$ cat src/rtl/mips32_prog_harness.sv
// mips32_prog_harness
//   Program-load / run / result-dump sequencer for the mips32 core.
//   Streams a program image into unified memory, releases the core, waits for
//   hlt (bounded by TIMEOUT), then reads a fixed memory window back out over a
//   valid/ready stream.
//
// Ports
//   clk, rst                 clock, async active-high reset
//   start, prog_len          kick off a sequence (IDLE/DONE only), word count
//   prog_valid/ready/data    program image stream in
//   mem_we/re/addr/wdata     memory port; mem_rdata valid 1 cycle after mem_re
//   cpu_run, cpu_halted      core release / hlt indication
//   dump_valid/ready/addr/data  result window stream out
//   busy, done, timeout_err, run_cycles  status
module mips32_prog_harness #(
  parameter int DATA_W     = 32,
  parameter int ADDR_W     = 10,
  parameter int PROG_DEPTH = 64,
  parameter int DUMP_BASE  = 120,
  parameter int DUMP_LEN   = 2,
  parameter int TIMEOUT    = 1000
) (
  input  logic              clk,
  input  logic              rst,
  input  logic              start,
  input  logic [ADDR_W-1:0] prog_len,
  input  logic              prog_valid,
  input  logic [DATA_W-1:0] prog_data,
  output logic              prog_ready,
  output logic              mem_we,
  output logic              mem_re,
  output logic [ADDR_W-1:0] mem_addr,
  output logic [DATA_W-1:0] mem_wdata,
  input  logic [DATA_W-1:0] mem_rdata,
  output logic              cpu_run,
  input  logic              cpu_halted,
  output logic              dump_valid,
  output logic [ADDR_W-1:0] dump_addr,
  output logic [DATA_W-1:0] dump_data,
  input  logic              dump_ready,
  output logic              busy,
  output logic              done,
  output logic              timeout_err,
  output logic [15:0]       run_cycles
);

  typedef enum logic [2:0] {
    S_IDLE, S_LOAD, S_RUN, S_RD_REQ, S_RD_WAIT, S_DUMP, S_DONE
  } state_t;

  localparam logic [ADDR_W-1:0] BASE_A  = ADDR_W'(DUMP_BASE);
  localparam logic [ADDR_W-1:0] LAST_I  = ADDR_W'((DUMP_LEN > 0) ? DUMP_LEN - 1 : 0);
  localparam logic [31:0]       TO_LAST = 32'(TIMEOUT - 1);

  state_t              state, nxt;
  logic [ADDR_W-1:0]   len, wcnt, idx, len_in, rd_addr, acap;
  logic [DATA_W-1:0]   dcap;
  logic [31:0]         rcnt;   // cycles spent in RUN; wide so TIMEOUT is not capped at 16 bits
  logic                accept, halt_ok, to_hit, go;

  // prog_len beyond the image buffer is clipped; the clipped branch can only
  // be taken when PROG_DEPTH < 2**ADDR_W, so the cast never truncates.
  assign len_in  = (32'(prog_len) > PROG_DEPTH) ? ADDR_W'(PROG_DEPTH) : prog_len;
  assign go      = start && (state == S_IDLE || state == S_DONE);
  assign accept  = (state == S_LOAD) && prog_valid;
  // First RUN cycle (rcnt==0) ignores a halt left over from a previous program.
  assign halt_ok = (rcnt != 32'd0) && cpu_halted;
  assign to_hit  = (rcnt == TO_LAST);
  assign rd_addr = BASE_A + idx;   // wraps modulo 2**ADDR_W

  always_ff @(posedge clk or posedge rst) begin
    if (rst) begin
      state       <= S_IDLE;
      len         <= '0;
      wcnt        <= '0;
      idx         <= '0;
      rcnt        <= '0;
      dcap        <= '0;
      acap        <= '0;
      timeout_err <= 1'b0;
    end else begin
      state <= nxt;
      if (go) begin
        len         <= len_in;
        wcnt        <= '0;
        idx         <= '0;
        rcnt        <= '0;
        timeout_err <= 1'b0;
      end
      if (accept) wcnt <= wcnt + ADDR_W'(1);
      if (state == S_RUN) begin
        rcnt <= rcnt + 32'd1;
        if (to_hit && !halt_ok) timeout_err <= 1'b1;
      end
      if (state == S_RD_WAIT) begin
        dcap <= mem_rdata;
        acap <= rd_addr;
      end
      if (state == S_DUMP && dump_ready) idx <= idx + ADDR_W'(1);
    end
  end

  always_comb begin
    nxt = state;
    unique case (state)
      S_IDLE, S_DONE: if (start) nxt = (len_in == '0) ? S_RUN : S_LOAD;
      S_LOAD:    if (accept && wcnt == len - ADDR_W'(1)) nxt = S_RUN;
      S_RUN:     if (halt_ok || to_hit) nxt = (DUMP_LEN == 0) ? S_DONE : S_RD_REQ;
      S_RD_REQ:  nxt = S_RD_WAIT;
      S_RD_WAIT: nxt = S_DUMP;
      S_DUMP:    if (dump_ready) nxt = (idx == LAST_I) ? S_DONE : S_RD_REQ;
      default:   nxt = S_IDLE;
    endcase
  end

  always_comb begin
    prog_ready = 1'b0;
    mem_we     = 1'b0;
    mem_re     = 1'b0;
    mem_addr   = '0;
    mem_wdata  = '0;
    cpu_run    = 1'b0;
    dump_valid = 1'b0;
    dump_addr  = '0;
    dump_data  = '0;
    unique case (state)
      S_LOAD: begin
        prog_ready = 1'b1;
        if (prog_valid) begin
          mem_we    = 1'b1;
          mem_addr  = wcnt;
          mem_wdata = prog_data;
        end
      end
      S_RUN:    cpu_run = 1'b1;
      S_RD_REQ: begin
        mem_re   = 1'b1;
        mem_addr = rd_addr;
      end
      S_DUMP: begin
        dump_valid = 1'b1;
        dump_addr  = acap;
        dump_data  = dcap;
      end
      default: ;
    endcase
  end

  assign busy       = (state != S_IDLE) && (state != S_DONE);
  assign done       = (state == S_DONE);
  assign run_cycles = (|rcnt[31:16]) ? 16'hFFFF : rcnt[15:0];

endmodule

$ cat config.mk
export PLATFORM = sky130hd
export DESIGN_NAME = mips32_prog_harness
export DESIGN_NICKNAME = d
export VERILOG_FILES = /design/src/rtl/mips32_prog_harness.sv
export SDC_FILE = /design/constraint.sdc
export NUM_CORES = 1
export LEC_CHECK = 0
export CORE_UTILIZATION = 45
export CTS_BUF_LIST = sky130_fd_sc_hd__clkbuf_8 sky130_fd_sc_hd__clkbuf_16
export DETAILED_ROUTE_END_ITERATION = 8
export PLACE_DENSITY = 0.86
export SYNTH_ARGS = -nofsm -noshare
export SYNTH_HDL_FRONTEND = slang
export SYNTH_SLANG_ARGS = --single-unit
$ cat constraint.sdc
create_clock -name clk -period 5.71 [get_ports clk]
set_clock_uncertainty 0.2 [all_clocks]
set_input_delay 0.571 -clock clk [delete_from_list [all_inputs] [get_ports clk]]
set_output_delay 0.571 -clock clk [all_outputs]
set_load 0.005 [all_outputs]
* Yosys cells after proc, flatten, opt, wreduce, memory -nomap -nowiden
Index checks and enable logic that the tools add are counted.
** Storage, ports and cells
- Bits of input ports :: 80
- Logic and storage cells :: 77
- Register bits after elaboration :: 108
- Output and inout port bits :: 108
** Operators by class
- Magnitude comparators :: 1
- Equality and inequality tests :: 14
- Multiplexer cells :: 29
- Add/subtract/negate cells :: 5
- Reduce and logical (&&, ||, !) cells :: 20
** Operator list (number)
- 2-to-1 mux 32 bit :: 5
- 2-to-1 mux 10 bit :: 6
- adder 32 x 1 -> 32 bit, second input constant :: 1
- == test 32 x 10 -> 1 bit, second input constant :: 1
- nonzero test 32 bit :: 1
- adder 10 x 1 -> 10 bit, second input constant :: 2
- case mux 10 bit (2 select lines) :: 1
- case mux 3 bit (6 select lines) :: 1
- 2-to-1 mux 16 bit :: 1
- OR reduction 16 bit :: 1
- 2-to-1 mux 3 bit :: 5
- adder 7 x 10 -> 10 bit, first input constant :: 1
- == test 10 x 1 -> 1 bit, second input constant :: 1
- == test 10 bit :: 1
- > comparator 10 x 7 -> 1 bit, second input constant :: 1
- logical NOT 10 bit :: 1
- subtractor 10 x 1 -> 10 bit, second input constant :: 1
- == test 3 bit, second input constant :: 3
- 2-to-1 mux 1 bit :: 9
- logical AND 1 bit :: 7
- == test 3 x 2 -> 1 bit, second input constant :: 2
- nonzero test 2 bit :: 3
- inequality test 2 x 1 -> 1 bit, second input constant :: 2
- inequality test 2 bit, second input constant :: 2
- other kinds (9) :: 10

* Depth between registers and ports, before layout
- Depth after elaboration :: 6
- Depth in mapped cells :: 9
- Depth with buffers taken out :: 8

* Least setup slack after synthesis
No wires, ideal clock.
- Path kind :: register to output
- Start point :: register state[1]
- End point :: output mem_addr[5]
- Data required time :: 4.939 ns
- Cell stages (with the launch flop) :: 8
- Arrival time :: 1.653 ns
- Slack :: 3.286 ns
- Buffers on the path :: 2
- Cells stage by stage :: dfrtp_1 > nor3b_2 > nand2_1 > inv_2 > buf_2 > buf_1 > nand2_1 > o21ai_0
** On the way
- Cells in the longest elaborated chain, start to end :: 2
- Elaborated cells on any way between the ends :: 3
- Those cells by class :: eq/ne (2); mux (1)
** RTL lines
- from (decl) :: line 55 : state_t state, nxt;
- from (signal assigned) :: line 82 : state <= nxt;
- == test 3 x 2 -> 1 bit / == test 3 x 1 -> 1 bit (equally long branches) :: line 126 : unique case (state)
- case mux 10 bit (2 select lines) * :: line 126
- to (decl) :: line 32 : output logic [ADDR_W-1:0] mem_addr,
Every way passes the cells marked *; elsewhere a longest branch is shown, timed or not.

* Final worst setup path
- Start point :: register state[0]
- End point :: output mem_addr[5]
The elaborated chain is that of the path after synthesis.

==> metrics.txt <==
status=completed; Cell Chain, Critical Path=nor3b_2 -> buf_4 -> nand2_1 -> inv_2 -> nand2_1 -> o21ai_0 -> clkdlybuf4s50_1; dpl hpwl=around 11000 µm; die area=between 10000 and 15000 µm²; post-synth design cell area=6065 µm²; Critical Path AT=around 2.7 ns; Worst-Margin Slew=about 0.93 ns; WL final=roughly 16000 µm; Tcrit/Tclk final=60.27%; CTS tree=done; worst hold slack=between 0.2 and 0.3 ns; post-route ant nets=0; peak supply drop=roughly 220 µV; CTS Sinks=between 100 and 150; synthesized area per cell=9.432 µm²; Seq/Total Area, Yosys=about 45%; PortBufs=around 190; share of cells above drive strength 1=under 10%; EDFF count, synth=0; first-pass GRT wire length=between 20000 and 30000 µm; CTS clk-pin slew, worst paths=0.07 ns; die height=118.1 µm; most used cell, CP=nand2_1; Synth Instances=approximately 640; Yosys warning total=0; critical path class=flop to output port; final std cells w/o fill=992; unrepaired setup endpoints after global routing=no; PD cells=~360 nW/µm²; final setup TNS=0 ns; Worst path slowest cell=dfrtp_1; Synth cell types=61; Hold Violations, Final=0; RePlAce Congestion=about 0.85; routed vias/inst=between 5 and 6; pins over their slew limit=0; dpl cell area=8064 µm²; CP Capture Type=output port; Starting Density=45.98%; Synth Flop Type=dfrtp_1; ys async rst share=100.0%; Worst Path Required=between 4 and 5 ns; Area growth syn-to-layout=37.80%; Resized Gates After CTS=0; Overflow after GRT=0; postcts setup bufs=0; Worst-Skew Late Latency=between 0.3 and 0.4 ns; Rows=between 40 and 50; synthesis-stage register bit count=roughly 110; total power=roughly 3.0 mW; post-route cell area=~8400 µm²; Inserted Diodes=0; vias in the first global route=5229; I/O pin total=between 150 and 200; syn_nets=about 730; Final min period=3.442 ns; final setup violation count=0; # DRC=0; Longest Clk Path Bufs=2; fmax=about 0.29 GHz; commonest non-fill, non-tap cell in the layout=clkdlybuf4s50_1; vias=roughly 5400; Total GRT Usage=a little under a quarter; Pleak=~3.7 nW; H-Tree Depth=3; Net count, final=900; Rel. slew slack=between 30% and 40%; Detailed Routing Iterations Pass 1=5; Die X=118.1 µm; max cap viols=0; largest net degree at the start of global routing=77; Critical Path Max Stage Delay=about 0.56 ns; Placeable Area=13190 µm²; fill count=~1100; dpl cells=slightly below 1000; initial antenna violation count=0; most frequent cells in the layout=187 x clkdlybuf4s50_1, 108 x dfrtp_1, 64 x nand2_1; startpoint types=flop; critical path peak fanout=35; type of the worst min-delay path=flop to flop; Root Driver=clkbuf_16; initial drt markers=~350; CTS Buf Count=9; wire per inst=15.68 µm; CTS hold repair buffers=0
-- cells by family after synthesis --
| family | count (synthesis) | synth area share, % |
|---|---|---|
| buffers and inverters | 57 | 3.755 |
| flip-flops | 108 | 44.56 |
| adder cells (fa/ha/maj) | 8 | 1.651 |
| AO/OA/AOI/OAI | 103 | 10.48 |
| XOR/XNOR | 20 | 2.888 |
| multiplexers | 50 | 8.975 |
| AND/OR/NAND/NOR | 297 | 27.69 |
-- cells in the mapped netlist (3+ instances only) --
cell | n | area (µm²)
a21oi_1 | 13 | 65.06
a22o_1 | 5 | 43.79
a31oi_1 | 4 | 25.02
and2_1 | 48 | 300.3
and3_1 | 42 | 262.8
and4_1 | 7 | 61.31
buf_2 | 3 | 15.01
clkbuf_1 | 27 | 101.4
dfrtp_1 | 108 | 2703
ha_1 | 8 | 100.1
inv_1 | 20 | 75.07
mux2_2 | 35 | 394.1
mux2i_1 | 15 | 150.1
nand2_1 | 64 | 240.2
nand2b_1 | 5 | 31.28
nand3_1 | 37 | 185.2
nand4_1 | 14 | 87.58
nor2_1 | 27 | 101.4
nor3_1 | 9 | 45.04
nor4_1 | 9 | 56.30
o211ai_1 | 7 | 52.55
o21ai_0 | 44 | 220.2
o21ai_1 | 6 | 30.03
o31ai_1 | 9 | 67.56
or2_2 | 12 | 75.07
or4_1 | 3 | 22.52
xnor2_1 | 12 | 105.1
xor2_1 | 8 | 70.07
-- where the power goes --
part	total [mW]	switching [mW]	internal, mW	leakage, nW
sequential	1.11	0.149	0.957	1.41
clock	0.629	0.281	0.348	0.148
combinational	1.30	0.564	0.733	2.16
total	3.03	0.993	2.04	3.71
-- path summary, 6_finish.rpt --
path                                 startpoint               endpoint  slack (ns)  cells after the start
min in group asynchronous                   rst  timeout_err$_DFF_PP0_        0.57                      2
max in group asynchronous                   rst    dcap[5]$_DFFE_PP0P_        3.76                      3
hold reg to reg            rcnt[31]$_DFFE_PP0P_   rcnt[31]$_DFFE_PP0P_        0.28                      1
hold / removal             rcnt[31]$_DFFE_PP0P_   rcnt[31]$_DFFE_PP0P_        0.28                      1
setup reg to reg           state[0]$_DFFE_PP0P_   state[0]$_DFFE_PP0P_        2.86                      8
setup / recovery           state[0]$_DFFE_PP0P_            mem_addr[5]        2.27                      7
-- metrics by stage --
step	worst slack [ns]	utilization, %
2_1_floorplan	2.093	-
3_3_place_gp	2.529	61.14
5_1_grt	2.037	63.36
4_1_cts	2.299	63.36
3_5_place_dp	2.485	61.14
6_report	2.268	63.36
-- layer usage --
| layer | vias to the layer above | global-route usage (%) | share of wire (%) |
|---|---|---|---|
| li1 | 2619 | - | - |
| met1 | 2564 | 28.66 | 42 |
| met2 | 234 | 38.05 | 47 |
| met3 | 31 | 5.911 | 7.8 |
| met4 | 0 | 10.42 | 2.8 |
| met5 | - | 0 | 0 |
-- state kept, by name, indices dropped and copies added, names as in the netlist --
name / count
len: 10
dcap: 32
acap: 10
idx: 10
state: 3
rcnt: 32
timeout_err: 1
wcnt: 10
-- area by class of cell --
class | count | area [µm²] | area share (%)
sequential | 108 | 2703 | 32.34
inverter | 22 | 85.08 | 1.018
tap | 176 | 220.2 | 2.635
clock inverter | 5 | 53.80 | 0.6438
clock buffer | 10 | 239.0 | 2.860
multi-input combinational | 478 | 3139 | 37.57
timing repair buffer | 193 | 1917 | 22.94
-- critical path: cells and delay by family (launching register included) --
family / cells / cell delay [ns]
compound gates: 1 / 0.10
flops: 1 / 0.56
buf+inv: 3 / 1.12
simple gates: 3 / 0.51
(Power assumes the default switching activity.)
